**config.mk**
```make
export PLATFORM = sky130hd
export DESIGN_NAME = logic_pulse_seq_flat
export DESIGN_NICKNAME = d
export VERILOG_FILES = /design/src/rtl/logic_pulse_seq_pkg.sv /design/src/rtl/logic_pulse_seq_if.sv /design/src/rtl/logic_pulse_seq_phase_timer.sv /design/src/rtl/logic_pulse_seq.sv /design/src/flat_wrapper.sv
export SDC_FILE = /design/constraint.sdc
export NUM_CORES = 1
export LEC_CHECK = 0
export ABC_AREA = 0
export BUFFER_PORTS_ARGS = -buffer_cell sky130_fd_sc_hd__buf_4
export CORE_MARGIN = 2
export CORE_UTILIZATION = 45
export DETAILED_ROUTE_END_ITERATION = 10
export PLACE_DENSITY = 0.71
export SYNTH_ARGS = -nofsm -noshare
export SYNTH_HDL_FRONTEND = slang
export SYNTH_SLANG_ARGS = --single-unit
```
**constraint.sdc**
```tcl
create_clock -name io_clk -period 5.6 [get_ports io_clk]
set_clock_uncertainty 0.05 [all_clocks]
set_input_delay 1.4 -clock io_clk [delete_from_list [all_inputs] [get_ports io_clk]]
set_output_delay 1.4 -clock io_clk [all_outputs]
set_load 0.005 [all_outputs]
```
**src/rtl/logic_pulse_seq_pkg.sv**
```systemverilog
// logic_pulse_seq_pkg
// Shared types and width defaults for the logic pulse sequencer and the
// downstream repeat controller, so the time and count fields line up.
package logic_pulse_seq_pkg;

  localparam int DEF_CNT_W = 24;
  localparam int DEF_NUM_W = 16;

  typedef enum logic [2:0] {
    IDLE,
    DELAY,
    HIGH,
    LOW,
    END
  } seq_state_e;

endpackage

```
**src/rtl/logic_pulse_seq_if.sv**
```systemverilog
// logic_pulse_seq_if
// Trigger/config/status bundle of the pulse sequencer.
//   master : trigger source / configuration side (drives strobes and config)
//   slave  : the sequencer (drives pulse output and status)
interface logic_pulse_seq_if
  import logic_pulse_seq_pkg::*;
#(
  parameter int CNT_W = DEF_CNT_W,
  parameter int NUM_W = DEF_NUM_W
);

  logic             io_mainTrigger;
  logic             io_rptEn;
  logic             io_abort;
  logic [NUM_W-1:0] io_pulseNo;
  logic [CNT_W-1:0] io_delay;
  logic [CNT_W-1:0] io_highTime;
  logic [CNT_W-1:0] io_lowTime;
  logic             io_pulseOut;
  logic             io_logicEnd;
  logic             io_seqBusy;
  logic [NUM_W-1:0] io_pulseIdx;

  modport master (
    output io_mainTrigger, io_rptEn, io_abort,
    output io_pulseNo, io_delay, io_highTime, io_lowTime,
    input  io_pulseOut, io_logicEnd, io_seqBusy, io_pulseIdx
  );

  modport slave (
    input  io_mainTrigger, io_rptEn, io_abort,
    input  io_pulseNo, io_delay, io_highTime, io_lowTime,
    output io_pulseOut, io_logicEnd, io_seqBusy, io_pulseIdx
  );

endinterface

```
**src/rtl/logic_pulse_seq_phase_timer.sv**
```systemverilog
// logic_pulse_seq_phase_timer
// Loadable down-counter shared by the DELAY, HIGH and LOW phases.
//   clk_i, rst_i : clock, synchronous active-high reset
//   load_i       : load load_val_i (phase length minus one)
//   load_val_i   : value to load
//   done_o       : count has reached zero (last cycle of the phase)
module logic_pulse_seq_phase_timer #(
  parameter int CNT_W = 24
) (
  input  logic             clk_i,
  input  logic             rst_i,
  input  logic             load_i,
  input  logic [CNT_W-1:0] load_val_i,
  output logic             done_o
);

  logic [CNT_W-1:0] cnt_q, cnt_d;

  always_comb begin
    cnt_d = cnt_q;
    if (load_i)
      cnt_d = load_val_i;
    else if (cnt_q != '0)
      cnt_d = cnt_q - 1'b1;
  end

  always_ff @(posedge clk_i) begin
    if (rst_i) cnt_q <= '0;
    else       cnt_q <= cnt_d;
  end

  assign done_o = (cnt_q == '0);

endmodule

```
**src/rtl/logic_pulse_seq.sv**
```systemverilog
// logic_pulse_seq
// Plays one pulse train: optional start delay, then pulseNo pulses of
// highTime cycles separated by lowTime gaps, then a one-cycle end strobe.
//   io_clk, io_rst : clock, synchronous active-high reset
//   bus (slave)    : triggers, abort, config in; pulse, end, busy, index out
// All outputs are registered from the next-state decode.
//
// state | meaning
// IDLE  | waiting for a start strobe
// DELAY | counting the start delay
// HIGH  | pulse output high
// LOW   | gap between pulses
// END   | one-cycle completion strobe
module logic_pulse_seq
  import logic_pulse_seq_pkg::*;
#(
  parameter int CNT_W = DEF_CNT_W,
  parameter int NUM_W = DEF_NUM_W
) (
  input  logic         io_clk,
  input  logic         io_rst,
  logic_pulse_seq_if.slave bus
);

  seq_state_e       state_q, state_d;
  logic [NUM_W-1:0] idx_q, idx_d;
  logic [NUM_W-1:0] num_q;
  logic [CNT_W-1:0] hi_q, lo_q;
  logic             pulse_q, end_q, busy_q;

  logic             start, latch;
  logic             tmr_load, tmr_done;
  logic [CNT_W-1:0] tmr_val;
  logic [CNT_W-1:0] hi_in_m1, lo_in_m1;

  assign start = bus.io_mainTrigger | bus.io_rptEn;

  // Phase lengths kept as length-1 so full-scale values load without wrap;
  // a zero width is treated as one cycle.
  assign hi_in_m1 = (bus.io_highTime == '0) ? '0 : bus.io_highTime - 1'b1;
  assign lo_in_m1 = (bus.io_lowTime  == '0) ? '0 : bus.io_lowTime  - 1'b1;

  logic_pulse_seq_phase_timer #(.CNT_W(CNT_W)) u_timer (
    .clk_i      (io_clk),
    .rst_i      (io_rst),
    .load_i     (tmr_load),
    .load_val_i (tmr_val),
    .done_o     (tmr_done)
  );

  always_comb begin
    state_d  = state_q;
    idx_d    = idx_q;
    tmr_load = 1'b0;
    tmr_val  = '0;
    latch    = 1'b0;
    unique case (state_q)
      IDLE: begin
        if (start && bus.io_pulseNo != '0) begin
          latch    = 1'b1;
          idx_d    = '0;
          tmr_load = 1'b1;
          // The delay is only needed at start, so it goes straight into the timer.
          if (bus.io_delay != '0) begin
            state_d = DELAY;
            tmr_val = bus.io_delay - 1'b1;
          end else begin
            state_d = HIGH;
            tmr_val = hi_in_m1;
          end
        end
      end
      DELAY: begin
        if (tmr_done) begin
          state_d  = HIGH;
          tmr_load = 1'b1;
          tmr_val  = hi_q;
        end
      end
      HIGH: begin
        if (tmr_done) begin
          if (idx_q == num_q - 1'b1) begin
            state_d = END;
          end else begin
            state_d  = LOW;
            tmr_load = 1'b1;
            tmr_val  = lo_q;
          end
        end
      end
      LOW: begin
        if (tmr_done) begin
          state_d  = HIGH;
          tmr_load = 1'b1;
          tmr_val  = hi_q;
          idx_d    = idx_q + 1'b1;
        end
      end
      END: begin
        state_d = IDLE;
        idx_d   = '0;
      end
      default: state_d = IDLE;
    endcase
    if (bus.io_abort) begin
      state_d  = IDLE;
      idx_d    = '0;
      tmr_load = 1'b0;
      latch    = 1'b0;
    end
  end

  always_ff @(posedge io_clk) begin
    if (io_rst) begin
      state_q <= IDLE;
      idx_q   <= '0;
      num_q   <= '0;
      hi_q    <= '0;
      lo_q    <= '0;
      pulse_q <= 1'b0;
      end_q   <= 1'b0;
      busy_q  <= 1'b0;
    end else begin
      state_q <= state_d;
      idx_q   <= idx_d;
      if (latch) begin
        num_q <= bus.io_pulseNo;
        hi_q  <= hi_in_m1;
        lo_q  <= lo_in_m1;
      end
      pulse_q <= (state_d == HIGH);
      end_q   <= (state_d == END);
      busy_q  <= (state_d != IDLE);
    end
  end

  assign bus.io_pulseOut = pulse_q;
  assign bus.io_logicEnd = end_q;
  assign bus.io_seqBusy  = busy_q;
  assign bus.io_pulseIdx = idx_q;

endmodule

```
**src/flat_wrapper.sv**
```systemverilog
// flat-port wrapper written by rule: the top's interface ports become plain ports
module logic_pulse_seq_flat import logic_pulse_seq_pkg::*;
#(
  parameter int CNT_W = DEF_CNT_W,
  parameter int NUM_W = DEF_NUM_W
)
  (io_clk, io_rst, bus_io_mainTrigger, bus_io_rptEn, bus_io_abort, bus_io_pulseNo, bus_io_delay, bus_io_highTime, bus_io_lowTime, bus_io_pulseOut, bus_io_logicEnd, bus_io_seqBusy, bus_io_pulseIdx);
  logic_pulse_seq_if #(.CNT_W(CNT_W), .NUM_W(NUM_W)) bus_i ();
  input  logic io_clk;
  input  logic io_rst;
  input wire logic [$bits(bus_i.io_mainTrigger)-1:0] bus_io_mainTrigger;
  input wire logic [$bits(bus_i.io_rptEn)-1:0] bus_io_rptEn;
  input wire logic [$bits(bus_i.io_abort)-1:0] bus_io_abort;
  input wire logic [$bits(bus_i.io_pulseNo)-1:0] bus_io_pulseNo;
  input wire logic [$bits(bus_i.io_delay)-1:0] bus_io_delay;
  input wire logic [$bits(bus_i.io_highTime)-1:0] bus_io_highTime;
  input wire logic [$bits(bus_i.io_lowTime)-1:0] bus_io_lowTime;
  output wire logic [$bits(bus_i.io_pulseOut)-1:0] bus_io_pulseOut;
  output wire logic [$bits(bus_i.io_logicEnd)-1:0] bus_io_logicEnd;
  output wire logic [$bits(bus_i.io_seqBusy)-1:0] bus_io_seqBusy;
  output wire logic [$bits(bus_i.io_pulseIdx)-1:0] bus_io_pulseIdx;
  assign bus_i.io_mainTrigger = bus_io_mainTrigger;
  assign bus_i.io_rptEn = bus_io_rptEn;
  assign bus_i.io_abort = bus_io_abort;
  assign bus_i.io_pulseNo = bus_io_pulseNo;
  assign bus_i.io_delay = bus_io_delay;
  assign bus_i.io_highTime = bus_io_highTime;
  assign bus_i.io_lowTime = bus_io_lowTime;
  assign bus_io_pulseOut = bus_i.io_pulseOut;
  assign bus_io_logicEnd = bus_i.io_logicEnd;
  assign bus_io_seqBusy = bus_i.io_seqBusy;
  assign bus_io_pulseIdx = bus_i.io_pulseIdx;
  logic_pulse_seq #(.CNT_W(CNT_W), .NUM_W(NUM_W)) u_core (.io_clk(io_clk), .io_rst(io_rst), .bus(bus_i));
endmodule
```
==> impl_summary.md <==
Status
The flow ran to the end, and the final reports show no timing, DRC or antenna violations.

Pwr
The worst-case IR drop observed on VDD is approximately 0.00019 V. The clock network accounts for 33.8% of the total power. Per report_power, the sequential group accounts for a little over two fifths of the total. The power per unit of standard cell area is 241 nW/um^2. The combinational share of power is 22.4%. Summed over all nets, the switching power comes to 0.645 mW.

The power after layout is 2.02 mW. The leakage power of the design is a little over 3 nW. Net switching is 31.8% of the power. The cell internal power dissipation is 1.38 mW.

Placement
The number of placed instances with taps included is around 1,200. Detailed placement ended at an HPWL of 15.9 mm. In this run the tool buffered the top-level ports with 111 buffer cells.

The global placer's final weighted congestion is ~0.94. OpenSTA, run right after detailed placement, puts the worst setup slack at 1.17 ns.

Yosys
The netlist area before placement is 7130 sq um. Summing the areas of all compound-gate instances in the mapped netlist gives 19.9% of the synthesized area. For this run, asynchronously set or reset flops after synthesis account for 0%. The fraction of post-synthesis cell area in the top cell type by area is 30.9%.

The largest area contributor in the netlist is sky130_fd_sc_hd__dfxtp_1. After synthesis, the share of cell area in mux cells is 1.02%. The mean area per synthesized cell is between 7 and 8 sq um. The adder-cell share of the synthesized area is approximately 1.2%. The number of different library cells used by synthesis comes to between 60 and 70. The number of enable-type register cells in the synthesized netlist is 0. The number of warnings issued by yosys is 0.

The flip-flop and latch count after synthesis is 110. The fraction of the yosys area taken by sequential cells is between 30% and 40%. In the post-synthesis netlist, the biggest area contributors are sky130_fd_sc_hd__dfxtp_1, sky130_fd_sc_hd__xor2_1, sky130_fd_sc_hd__nor2_1, sky130_fd_sc_hd__nand2_1, sky130_fd_sc_hd__xnor2_1. Among all flip-flop cells after synthesis, the most frequent one is sky130_fd_sc_hd__dfxtp_1. The combinational family with the most area after synthesis is simple AND/OR/NAND/NOR gates. The synthesized instance count is 948. After Yosys synthesis, and, or, nand and nor cells account for 30.2% of the synthesized area. The xor/xnor share of the synthesized area is 12.5%. Synthesis produced a netlist with a net count of between 1,000 and 1,500.

STA
Setup repair after global routing left no endpoint under its margin. Setup slack closes at 1.47 ns. The highest clock rate is roughly 240 MHz. The final hold violation count was 0. At the pin with the least slew margin, the transition time is 1.06 ns. The number of endpoints failing setup at the final stage is 0.

The aggregate negative setup slack is 0 ns. The part of the cycle the worst path needs is about three quarters. The count of pins over their slew limit was 0. The worst path in the final design needs a cycle of 4.13 ns, including I/O delays and setup. Headroom to the max-slew limit came out at a little under 30%.

Cells and area
Leaving out fill and tap cells, the most frequent cells in the layout are sky130_fd_sc_hd__buf_4, sky130_fd_sc_hd__nor2_1, sky130_fd_sc_hd__nand2_1, sky130_fd_sc_hd__dfxtp_1, sky130_fd_sc_hd__a21oi_1. After the flow finishes, the layout carries non-filler instances totaling 1,246. The post-layout net count is 1,125. The number of fillers in the final layout is between 1,500 and 2,000. 0 antenna diodes ended up in the layout. The utilization after layout is 53.6%. The register cell area after layout is 2200 sq um. In the final layout, the share of cells above drive strength 1 is between 10% and 20%.

The area growth from synthesis to layout is 17.8%. In the final layout, the multi-input gates occupy between 4000 and 5000 sq um. Leaving out fill and tap cells, the most frequent cell in the layout is sky130_fd_sc_hd__buf_4.

Clock network
The number of hold buffers added after CTS was 0. The clock transition time at the flip-flop clock pins of the worst setup and hold paths is 0.08 ns. The clock insertion delay at the later pin of the skew report is 0.37 ns. TritonCTS built the clock tree. After clock tree synthesis, the setup repair step added 0 buffers.

The library cell used as clock root buffer is sky130_fd_sc_hd__clkbuf_16. The maximum count of clock buffers along a single path is 2. The clock tree synthesis step divided the H-tree into 3 levels. The number of buffers created by CTS is 9. The number of gates resized after CTS was 0.

Clock tree synthesis found a total of 110 sinks.

GRT
The largest net degree at the start of global routing is 86. The via count of the first global-routing pass is 6,544. The first global-routing pass estimated 33.8 mm of wire. The overflow left after global routing is 0. The all-layer global routing usage is roughly a quarter.

The number of antenna violations at the first check in global routing came to 0.

Floorplan
The die covers 16,900 sq um. The initial core utilization is 45.5%. The number of top-level pins is 112. After floorplanning, the core was divided into 46 placement rows. The core region is between 15,000 and 20,000 sq um. The overall die height is 130 um. Measured along the x axis, the die boundary spans 130 um.

Flow run
The tool flagged a number of max-cap violations equal to 0.

Setup path
In this design, the stage delay of the slowest critical-path cell is between 0.6 and 0.7 ns. The arrival time at the worst endpoint is 4.32 ns. The highest-delay cell along the critical path is sky130_fd_sc_hd__nor3_2. The category of the critical setup timing path is input port to register.

The nature of the critical path endpoint is a register. Of all nets on the critical path, the largest fanout is 11. The type of origin of the critical path is an input port.

The signal on the critical path passes through buf_4 > or4_1 > or4_1 > nor3_2 > buf_4 > nor2_1 > o21ai_0 > o21ai_0 > a211oi_1 > nor3_1. For the worst setup path, the data required time is 5.79 ns.

Route
The number of DRC markers after the initial detailed-route iteration is 614. Dividing the detail-routed wire length by the instance count gives 17.1 um. The count of nets left with antenna violations once routing finished came out at 0. The number of vias in the routed layout is between 7,000 and 8,000. The detailed-route wire length is 21.3 mm. The via density per instance is slightly below 6.

The first TritonRoute pass finished after 7 iterations. In the routed design, unresolved DRC markers number 0.

Min path
The worst hold path class is register to register.
state kept, by name, summed over array words and instances, names as in the netlist:
register,cells
u_core.bus.io_logicEnd,1
u_core.bus.io_pulseIdx,16
u_core.bus.io_pulseOut,1
u_core.bus.io_seqBusy,1
u_core.hi_q,24
u_core.lo_q,24
u_core.num_q,16
u_core.state_q,3
u_core.u_timer.cnt_q,24
Yosys cell counts (all sizes together) (23+ instances only):
cell type  instances
a21oi             78
o21ai             28
xnor2             48
nor3              56
nor2             116
or4               24
or3               23
a211oi            29
nand2            114
xor2              54
dfxtp            110
nor4              31
clkbuf            48
cells by family (layout without fill, tap and decap cells):
logic type               Yosys count  after routing
XOR/XNOR                         102            102
AO/OA/AOI/OAI                    215            215
flip-flops                       110            110
multiplexers                       7              7
adder cells (fa/ha/maj)            7              7
buffers and inverters             72            154
AND/OR/NAND/NOR                  435            435
path summary, 6_finish.rpt:
| path | endpoint | slack, ns | cells past startpoint | start |
|---|---|---|---|---|
| setup reg to reg | u_core.u_timer.cnt_q[7] | 1.74 | 11 | u_core.num_q[0] |
| hold / removal | u_core.hi_q[15] | 0.41 | 2 | u_core.hi_q[15] |
| hold reg to reg | u_core.hi_q[15] | 0.41 | 2 | u_core.hi_q[15] |
| setup / recovery | u_core.u_timer.cnt_q[6] | 1.47 | 10 | bus_io_highTime[19] |
per-layer routing:
metal	track usage [%]	routed length, um	vias up
met1	33.8	9470	3366
met2	41.6	9840	294
met4	10.2	628	0
met5	0	0	-
met3	3.85	1400	42
li1	-	-	3593
area by class of cell:
class	count	area share, %
multi-input cells	766	55.2
clock inverters	7	0.954
inverters	15	0.671
well taps	216	3.22
repair buffers	123	11.0
flip-flops and latches	110	26.2
clock buffers	9	2.68
power by group through the flow:
stage	Sequential, mW	Combinational (mW)	Clock (mW)
after CTS	0.884	0.449	0.688
after floorplan	0.884	0.308	0
after global placement	0.903	0.445	0
after global routing	0.892	0.502	0.725
after detailed placement	0.903	0.445	0
final	0.886	0.455	0.684
worst max-delay path, delay by kind of cell:
family	cells	cell delay [ns]
AOI/OAI and AO/OA	3	0.64
buffers and inverters	2	0.42
and+or+nand+nor	5	1.86
through the flow:
stage	cell area [sq um]	hold WS, ns
after floorplan	7130	0.382
after global placement	8090	0.392
after detailed placement	8090	0.397
after CTS	8390	0.407
after global routing	8390	0.424
final	8390	0.409
Power figures use the tool's default switching activity.
